### src/rtl/sdram_init_monitor.sv
// Device-side monitor for the SDRAM power-up command sequence (PRE-ALL, AR xN, LMR).
// Optional watchdog on reaching device-ready is enabled by defining INIT_MON_TIMEOUT_EN.
module sdram_init_monitor #(
  parameter int unsigned T_POWER_UP = 350,
  parameter int unsigned T_RP       = 2,
  parameter int unsigned T_RFC      = 7,
  parameter int unsigned T_MRD      = 2,
  parameter int unsigned AR_NUM     = 2,
  parameter int unsigned CNT_W      = 16
`ifdef INIT_MON_TIMEOUT_EN
  ,
  parameter int unsigned T_TIMEOUT  = 1000
`endif
) (
  input  logic        sys_clk,
  input  logic        sys_rst_n,
  input  logic [3:0]  cmd_i,
  input  logic [1:0]  ba_i,
  input  logic [12:0] addr_i,
  input  logic        init_end_i,
  output logic        dev_ready_o,
  output logic [12:0] mode_reg_o,
  output logic [2:0]  cas_lat_o,
  output logic [2:0]  burst_len_o,
  output logic [3:0]  ar_cnt_o,
  output logic        err_o,
  output logic [3:0]  err_code_o
);

  typedef enum logic [2:0] {
    S_PWRUP = 3'd0,
    S_TRP   = 3'd1,
    S_REF   = 3'd2,
    S_TMRD  = 3'd3,
    S_READY = 3'd4,
    S_ERR   = 3'd5
  } state_t;

  localparam logic [3:0] CMD_NOP = 4'b0111;
  localparam logic [3:0] CMD_PRE = 4'b0010;
  localparam logic [3:0] CMD_AR  = 4'b0001;
  localparam logic [3:0] CMD_LMR = 4'b0000;

  // Mode word must have zero bank/reserved bits and a CAS latency of 2 or 3.
  function automatic logic mode_ok(input logic [1:0] ba, input logic [12:0] addr);
    logic ok;
    ok = (ba == 2'd0) && (addr[12:10] == 3'd0) &&
         ((addr[6:4] == 3'd2) || (addr[6:4] == 3'd3));
    return ok;
  endfunction

  state_t         state_q, state_d;
  logic [CNT_W-1:0] cnt_q, cnt_d;
  logic [3:0]     ar_cnt_q, ar_cnt_d;
  logic [12:0]    mode_reg_q, mode_reg_d;
  logic           dev_ready_q, dev_ready_d;
  logic           err_q, err_d;
  logic [3:0]     err_code_q, err_code_d;

  logic           is_nop_s, is_pre_s, is_ar_s, is_lmr_s, is_other_s;
  logic           cmd_err_s;
  logic [3:0]     cmd_code_s;
  logic           chk_active_s;
  logic           wd_hit_s;

  assign is_nop_s   = cmd_i[3] || (cmd_i == CMD_NOP);
  assign is_pre_s   = (cmd_i == CMD_PRE);
  assign is_ar_s    = (cmd_i == CMD_AR);
  assign is_lmr_s   = (cmd_i == CMD_LMR);
  assign is_other_s = !is_nop_s && !is_pre_s && !is_ar_s && !is_lmr_s;

  assign chk_active_s = (state_q != S_READY) && (state_q != S_ERR);

`ifdef INIT_MON_TIMEOUT_EN
  logic [CNT_W-1:0] wd_q, wd_d;

  // Watchdog edge counter since reset release, saturating.
  always_comb begin
    if (wd_q == {CNT_W{1'b1}}) begin
      wd_d = wd_q;
    end else begin
      wd_d = wd_q + {{(CNT_W-1){1'b0}}, 1'b1};
    end
  end

  assign wd_hit_s = (wd_d >= CNT_W'(T_TIMEOUT));

  // Watchdog register.
  always_ff @(posedge sys_clk or negedge sys_rst_n) begin
    if (!sys_rst_n) begin
      wd_q <= {CNT_W{1'b0}};
    end else begin
      wd_q <= wd_d;
    end
  end
`else
  assign wd_hit_s = 1'b0;
`endif

  // Next-state, timing counter and output computation.
  always_comb begin
    state_d     = state_q;
    ar_cnt_d    = ar_cnt_q;
    mode_reg_d  = mode_reg_q;
    dev_ready_d = dev_ready_q;
    err_d       = err_q;
    err_code_d  = err_code_q;
    cmd_err_s   = 1'b0;
    cmd_code_s  = 4'd0;

    if (!is_nop_s) begin
      cnt_d = {CNT_W{1'b0}};
    end else if (cnt_q == {CNT_W{1'b1}}) begin
      cnt_d = cnt_q;
    end else begin
      cnt_d = cnt_q + {{(CNT_W-1){1'b0}}, 1'b1};
    end

    case (state_q)
      S_PWRUP: begin
        if (is_other_s) begin
          cmd_err_s = 1'b1; cmd_code_s = 4'd7;
        end else if (is_pre_s) begin
          if (cnt_q < CNT_W'(T_POWER_UP)) begin
            cmd_err_s = 1'b1; cmd_code_s = 4'd1;
          end else if (!addr_i[10]) begin
            cmd_err_s = 1'b1; cmd_code_s = 4'd2;
          end else begin
            state_d = S_TRP;
          end
        end else if (is_ar_s || is_lmr_s) begin
          cmd_err_s = 1'b1; cmd_code_s = 4'd3;
        end else begin
          state_d = S_PWRUP;
        end
      end
      S_TRP: begin
        if (is_other_s) begin
          cmd_err_s = 1'b1; cmd_code_s = 4'd7;
        end else if (is_ar_s) begin
          if (cnt_q >= CNT_W'(T_RP)) begin
            ar_cnt_d = ar_cnt_q + 4'd1;
            state_d  = S_REF;
          end else begin
            cmd_err_s = 1'b1; cmd_code_s = 4'd4;
          end
        end else if (is_pre_s || is_lmr_s) begin
          cmd_err_s = 1'b1; cmd_code_s = 4'd3;
        end else begin
          state_d = S_TRP;
        end
      end
      S_REF: begin
        if (is_other_s) begin
          cmd_err_s = 1'b1; cmd_code_s = 4'd7;
        end else if (!is_nop_s && (cnt_q < CNT_W'(T_RFC))) begin
          cmd_err_s = 1'b1; cmd_code_s = 4'd4;
        end else if (is_pre_s) begin
          cmd_err_s = 1'b1; cmd_code_s = 4'd3;
        end else if (is_ar_s) begin
          if (ar_cnt_q == 4'd15) begin
            ar_cnt_d = ar_cnt_q;
          end else begin
            ar_cnt_d = ar_cnt_q + 4'd1;
          end
        end else if (is_lmr_s) begin
          // Order beats field content: an early LMR reports 3 even with a bad mode word.
          if (ar_cnt_q < 4'(AR_NUM)) begin
            cmd_err_s = 1'b1; cmd_code_s = 4'd3;
          end else if (!mode_ok(ba_i, addr_i)) begin
            cmd_err_s = 1'b1; cmd_code_s = 4'd6;
          end else begin
            mode_reg_d = addr_i;
            state_d    = S_TMRD;
          end
        end else begin
          state_d = S_REF;
        end
      end
      S_TMRD: begin
        if (is_other_s) begin
          cmd_err_s = 1'b1; cmd_code_s = 4'd7;
        end else if (!is_nop_s) begin
          cmd_err_s = 1'b1; cmd_code_s = 4'd4;
        end else if (cnt_d >= CNT_W'(T_MRD)) begin
          dev_ready_d = 1'b1;
          state_d     = S_READY;
        end else begin
          state_d = S_TMRD;
        end
      end
      S_READY: begin
        dev_ready_d = 1'b1;
      end
      S_ERR: begin
        dev_ready_d = 1'b0;
      end
      default: begin
        state_d = S_ERR;
      end
    endcase

    // Command errors outrank the early init_end flag, which outranks the watchdog.
    if (cmd_err_s) begin
      err_d = 1'b1; err_code_d = cmd_code_s; state_d = S_ERR; dev_ready_d = 1'b0;
    end else if (chk_active_s && init_end_i) begin
      err_d = 1'b1; err_code_d = 4'd5; state_d = S_ERR; dev_ready_d = 1'b0;
    end else if (chk_active_s && wd_hit_s) begin
      err_d = 1'b1; err_code_d = 4'd8; state_d = S_ERR; dev_ready_d = 1'b0;
    end else begin
      err_d = err_q;
    end
  end

  // State and output registers.
  always_ff @(posedge sys_clk or negedge sys_rst_n) begin
    if (!sys_rst_n) begin
      state_q     <= S_PWRUP;
      cnt_q       <= {CNT_W{1'b0}};
      ar_cnt_q    <= 4'd0;
      mode_reg_q  <= 13'd0;
      dev_ready_q <= 1'b0;
      err_q       <= 1'b0;
      err_code_q  <= 4'd0;
    end else begin
      state_q     <= state_d;
      cnt_q       <= cnt_d;
      ar_cnt_q    <= ar_cnt_d;
      mode_reg_q  <= mode_reg_d;
      dev_ready_q <= dev_ready_d;
      err_q       <= err_d;
      err_code_q  <= err_code_d;
    end
  end

  assign dev_ready_o = dev_ready_q;
  assign mode_reg_o  = mode_reg_q;
  assign cas_lat_o   = mode_reg_q[6:4];
  assign burst_len_o = mode_reg_q[2:0];
  assign ar_cnt_o    = ar_cnt_q;
  assign err_o       = err_q;
  assign err_code_o  = err_code_q;

endmodule

### config.mk
export PLATFORM = sky130hd
export DESIGN_NAME = sdram_init_monitor
export DESIGN_NICKNAME = d
export VERILOG_FILES = /design/src/rtl/sdram_init_monitor.sv
export SDC_FILE = /design/constraint.sdc
export NUM_CORES = 1
export LEC_CHECK = 0
export CAP_MARGIN = 20
export CELL_PAD_IN_SITES_DETAIL_PLACEMENT = 1
export CELL_PAD_IN_SITES_GLOBAL_PLACEMENT = 2
export CORE_MARGIN = 5
export CORE_UTILIZATION = 31
export DETAILED_ROUTE_END_ITERATION = 7
export PLACE_DENSITY = 0.8
export SLEW_MARGIN = 20
export SYNTH_ARGS = -nofsm -noshare
export SYNTH_HDL_FRONTEND = slang
export SYNTH_SLANG_ARGS = --single-unit
### constraint.sdc
create_clock -name sys_clk -period 3.8 [get_ports sys_clk]
set_clock_uncertainty 0.2 [all_clocks]
set_input_delay 0.38 -clock sys_clk [delete_from_list [all_inputs] [get_ports sys_clk]]
set_output_delay 0.38 -clock sys_clk [all_outputs]
set_load 0.02 [all_outputs]
==> impl_metrics.ini, run 1 <==
[placed_design]
portBuffers = 49
place_hpwl_um = 5340
routabilityCongestion = 0.816
dpl_cell_area_um2 = 3040

[synthesis]
ys_seq_area_share_pct = 40.4
syn-mean-instance-area_um2 = 9.24
mappedNetlistArea_um2 = 2540
ys_seq_elements = 41
async_flop_share_pct = 100
yosys_warnings = 0
synth_edf_count = 0
synth-xor-area-share_pct = 4.48
synth_cell_type_count = 58
synth_top_family_by_area = simple AND/OR/NAND/NOR gates
synthMuxAreaShare_pct = 5.17
synthAdderAreaFrac_pct = 0.985
synthSimpleGateAreaFrac_pct = 27.2
syn_nets = 299
synth-compound-area-share_pct = 15.1
netlist_instances = 275
synthFlopType = dfrtp_1

[global_route]
grt_antenna_before_repair = 0
grt_pass1_wl_um = 11700
grt_max_degree = 42
grt_use_total_pct = 14.4
grt_pass1_vias = 2310
grt-ovfl-total = 0

[sta]
tightest_slew_ps = 938
slew_violations = 0
fmax_mhz = 321
rsz0062_at_grt = false
finalSetupViolCount = 0
finalCriticalPeriod_ps = 3120
relSlewSlack_pct = 37.5
finalHoldViolCount = 0
fin_tns_setup_ps = 0
fin_crit_sh_pct = 82.0

[route]
avgRoutedWirePerCell_um = 16.9
antenna_left = 0
drc = 0
wirelength_um = 7050
vias_per_cell = 5.31
drt_iter0_drc = 93
vias = 2208
drt-pass1-iter-count = 4

[power_and_ir_drop]
power_w = 0.000829
p_leak_nw = 1.33
peakVddDrop_uv = 168
p_per_area_nw_per_um2 = 265

[worst_setup_path]
worstRegToRegCells = 9
critPathLaunch = cnt_q[1]
critPathRequiredTime_ps = 3780
path_class = flip-flop to flip-flop
worst-r2r-setup-slack_ps = 680
worstSetupStartpointType = flip-flop
crit_arrival_ps = 3090
r2r_end = state_q[2]
critPathCapture = state_q[2]
reg2reg_from = cnt_q[1]
worst_setup_path_end_kind = flip-flop
path_max_fanout = 7

[die]
die_area_um2 = 10100
die_w_um = 101
initial_core_util_pct = 31.4
pin_count = 51
fp.coreArea_um2 = 8090
die_h_um = 101
placementRows = 33

[cts]
post_cts.repair.setup_buffers = 0
cts_inserted_buffers = 5
clock_path_buffers = 2
cts.sinks = 41
root_buffer = clkbuf_8
cts_tree = done
ctsResizeCount = 0
clk_latency_ps = 290
h-tree-depth = 2
postCtsHoldBufs = 0
clk_pin_slew_ps = 80

[final_layout]
final.fill_count = 973
fin_nets = 334
final_layout_size_suffix_gt1_share_pct = 9.97
finalInstanceArea_um2 = 3120
num_antenna_cells = 0
area_growth_pct = 22.9

[outcome]
outcome = finished, final reports clean

[flow_run]
cap_violations = 0

[min_path]
hp-class = primary input to asynchronous set/reset pin
==> synthesized netlist by cell type (2+ instances only) <==
cell	instances	share of area, %
and2_1	7	1.7
and3_1	2	0.49
xnor2_1	7	2.4
clkbuf_1	12	1.8
nand2b_1	6	1.5
a41o_1	2	0.79
a21oi_1	10	2.0
mux2_2	9	4.0
a31oi_1	5	1.2
xor2_1	6	2.1
nor2_1	26	3.8
inv_1	5	0.74
nand4_2	2	0.98
o21ai_0	9	1.8
nand3_1	9	1.8
ha_1	2	0.98
nor3_1	11	2.2
nand2_1	26	3.8
mux2i_1	3	1.2
or4_1	2	0.59
a211oi_1	4	1.2
o2111ai_1	2	0.69
o31ai_1	2	0.59
a22oi_1	3	0.89
buf_4	12	3.5
nand4_1	7	1.7
and4_1	6	2.1
dfrtp_1	41	40
nor4_1	7	1.7
nand3b_1	2	0.59
==> power by group <==
| group | internal (W) | total, W | switching [W] | leakage [nW] |
|---|---|---|---|---|
| clock network | 0.000128 | 0.000281 | 0.000154 | 0.0450 |
| registers | 0.000441 | 0.000452 | 0.0000110 | 0.556 |
| logic | 0.0000453 | 0.0000954 | 0.0000502 | 0.733 |
==> registers in the layout, summed over array words and instances (netlist names) <==
register     cells
mode_reg_o      13
err_o            1
cnt_q           16
dev_ready_o      1
err_code_o       3
ar_cnt_o         4
state_q          3
==> per-layer routing <==
metal | wire length [um] | GRT usage, %
met5 | 0 | 0
met4 | 117 | 4.35
met3 | 225 | 2.91
met2 | 3580 | 25.6
met1 | 3130 | 17.6
==> logic make-up after synthesis <==
logic type / after synthesis
AOI/OAI and AO/OA: 53
xor gates and xnor gates: 13
adders and majority gates: 2
buffers and inverters: 30
DFF: 41
muxes: 12
other: 1
and+or+nand+nor: 123
==> placed cells by master (no fill, tap or decap), drive strengths merged, types with 7 or more instances in the layout <==
cell            n
clkdlybuf4s50  48
dfrtp          41
nand2          27
nor2           26
nor3           11
nand3          11
a21oi          10
o21ai           9
mux2            9
nand4           9
nor4            7
xnor2           7
and2            7
==> how the worst min path moves through the flow <==
stage | startpoint | end | slack [ps] | cells past startpoint
after floorplan | sys_rst_n | ar_cnt_o[0] | -120 | 0
after global placement | err_o | err_o | 260 | 1
after detailed placement | err_o | err_o | 260 | 1
after CTS | sys_rst_n | err_code_o[2] | 70 | 1
after global routing | sys_rst_n | dev_ready_o | 110 | 1
final | sys_rst_n | dev_ready_o | 20 | 1
==> layout make-up <==
type | instances | area, um2 | share of cell area, %
clock buffers | 6 | 72.6 | 2.32
clock inverters | 2 | 10.0 | 0.320
inverters | 5 | 18.8 | 0.601
multi-input cells | 204 | 1350 | 43.2
flip-flops and latches | 41 | 1030 | 32.8
well taps | 105 | 131 | 4.21
repair buffers | 53 | 515 | 16.5
==> critical path, stage by stage (launching register included) <==
cell	delay, ps
dfrtp_1	490
ha_1	270
nand4_2	130
or4_4	640
nand2_4	110
a22oi_2	70
or4b_4	500
o31ai_4	300
a211o_1	210
nand3_1	80
==> stage by stage <==
stage               utilization [%]  cells  setup WS, ps  hold WS [ps]
global placement               37.6    408           590           262
finish                         38.6    416           685          23.2
global route                   38.6    416           383           106
detailed placement             37.6    408           498           258
CTS                            38.6    416           679          69.1
floorplan                         -    275           947          -116
Note: power is estimated with default switching activity, not from simulation.
==> run 2: changes to the inputs <==
Settings changed: CORE_UTILIZATION 31 to 28, PLACE_DENSITY 0.8 to 0.76.
Clock period 3.8 ns to 2.6 ns, I/O delays scaled along.
==> impl_metrics.ini, run 2 (synthesized netlist as in run 1, its figures left out) <==
[outcome]
outcome = finished, violations left
violations = negative setup slack

[worst_setup_path]
cp_slowest_cell = or4b_4
critPathBufInv = 0
critPathRequiredTime_ps = 2580
reg2reg_from = cnt_q[1]
path_cells = ha_4 > nand4_4 > or4_4 > nand2_4 > a22oi_2 > or4b_4 > o31ai_4 > a211o_1 > nand3_2
worst_setup_path_end_kind = flip-flop
path_class = flip-flop to flip-flop
crit_arrival_ps = 2790
crit_family = simple AND/OR/NAND/NOR gates
path_max_fanout = 3
worstSetupStartpointType = flip-flop
cpPeakStageDelay_ps = 540
critPathLaunch = cnt_q[1]

[flow_run]
cap_violations = 0

[sta]
relSlewSlack_pct = 63.6
fin_crit_sh_pct = 108
finalSetupViolCount = 4
finalHoldViolCount = 0
tightest_slew_ps = 546
finalCriticalPeriod_ps = 2800
rsz0062_at_grt = true
fmax_mhz = 357
fin_tns_setup_ps = -623
fin_ws_ps = -204
slew_violations = 0

[min_path]
hp-class = primary input to flip-flop
min_from = cmd_i[3]

[route]
drt-pass1-iter-count = 4
vias = 2552
drc = 0
avgRoutedWirePerCell_um = 17.4
drt_iter0_drc = 81
vias_per_cell = 5.16
wirelength_um = 8640
antenna_left = 0

[die]
initial_core_util_pct = 29.0
die_h_um = 105
die_area_um2 = 11100
die_w_um = 105
pin_count = 51
fp.coreArea_um2 = 8760
placementRows = 34

[placed_design]
portBuffers = 49
routabilityCongestion = 0.864
place_hpwl_um = 6420
place_ws_ps = -484
place_inst = 478

[power_and_ir_drop]
peakVddDrop_uv = 179
p_leak_nw = 1.79
seq_power_share_pct = 46.8
p_per_area_nw_per_um2 = 354
clkPwrFrac_pct = 39.4
power.share.switching_pct = 24.8
p_comb_share_pct = 13.8
switchingPower_w = 0.000347
intPower_w = 0.00105
power_w = 0.00140

[final_layout]
fin_nets = 410
final_cell_count_no_fill = 495
mostFrequentLayoutCells = buf_4, clkdlybuf4s50_1, dfrtp_1, nor2_1, nand2_1
top_register = cnt_q
final.fill_count = 988
final_layout_size_suffix_gt1_share_pct = 35.1
layout_commonest_cell = buf_4
fin_util_pct = 45.1
area_growth_pct = 55.7
num_antenna_cells = 0
largest_register_ffs = 16

[global_route]
grt_use_total_pct = 15.3
grt_pass1_vias = 2792
grt_pass1_wl_um = 13900
grt-ovfl-total = 0
grt_antenna_before_repair = 0
grt_max_degree = 42

[cts]
cts_tree = done
clk_latency_ps = 290
h-tree-depth = 2
cts.sinks = 41
root_buffer = clkbuf_8
clk_pin_slew_ps = 90
cts_inserted_buffers = 5
clock_path_buffers = 2
-- run 2: changes by cell type in the layout (fill, tap and decap cells not counted), sizes merged --
| cell | delta |
|---|---|
| clkinv | -2 |
| bufinv | +1 |
| buf | +75 |
| dlymetal6s2s | +3 |
| clkdlybuf4s50 | -3 |
| dlygate4sd3 | +1 |
| clkinvlp | +1 |
-- run 2: per-stage QoR --
| step | cell area (um2) | hold WS (ps) |
|---|---|---|
| global route | 3960 | 274 |
| floorplan | 2550 | -236 |
| CTS | 3780 | 299 |
| finish | 3960 | 252 |
| global placement | 3570 | 267 |
| detailed placement | 3570 | 274 |
-- run 2: routing by layer --
metal | part of all wire (%) | track usage [%]
met1 | 42 | 18.1
met2 | 53 | 27.1
met3 | 3.0 | 3.00
met4 | 2.0 | 5.66
met5 | 0 | 0
-- run 2: final timing paths --
kind | endpoint | slack (ps) | depth (start not counted)
max in group asynchronous | cnt_q[15] | 1500 | 2
worst max-delay path | state_q[2] | -200 | 9
worst min-delay path | state_q[1] | 250 | 4
min in group asynchronous | state_q[1] | 290 | 2
worst max register to register | state_q[2] | -200 | 9
worst min register to register | mode_reg_o[12] | 290 | 1
-- run 2: power by group through the flow --
stage          clock network (W)   logic, W  registers, W
3_5_place_dp                   0   0.000177      0.000665
5_1_grt                 0.000605   0.000210      0.000656
2_1_floorplan                  0  0.0000792      0.000666
4_1_cts                 0.000573   0.000189      0.000654
3_3_place_gp                   0   0.000174      0.000664
6_report                0.000552   0.000194      0.000654
-- run 2: area by class of cell --
cell class | count | area, um2 | area share, %
Clock inverter | 2 | 37.5 | 0.949
Tap cell | 108 | 135 | 3.42
Inverter | 5 | 18.8 | 0.474
Timing Repair Buffer | 129 | 1120 | 28.4
Clock buffer | 6 | 82.6 | 2.09
Multi-Input combinational cell | 204 | 1530 | 38.6
Sequential cell | 41 | 1030 | 26.1
-- run 2: repair_timing --
action | CTS | global route
pin swaps | 5 | 19
hold buffers | 1 | 0
gates resized for setup | 12 | 31
setup endpoints to repair | 8 | 16
buffers inserted | 3 | 5
hold endpoints to repair | 41 | 0
cloned | 0 | 0
-- run 2: worst min-delay path: stages --
cell,delay [ps]
dlymetal6s2s_1,110
or3b_4,140
or4_4,130
a31oi_1,80
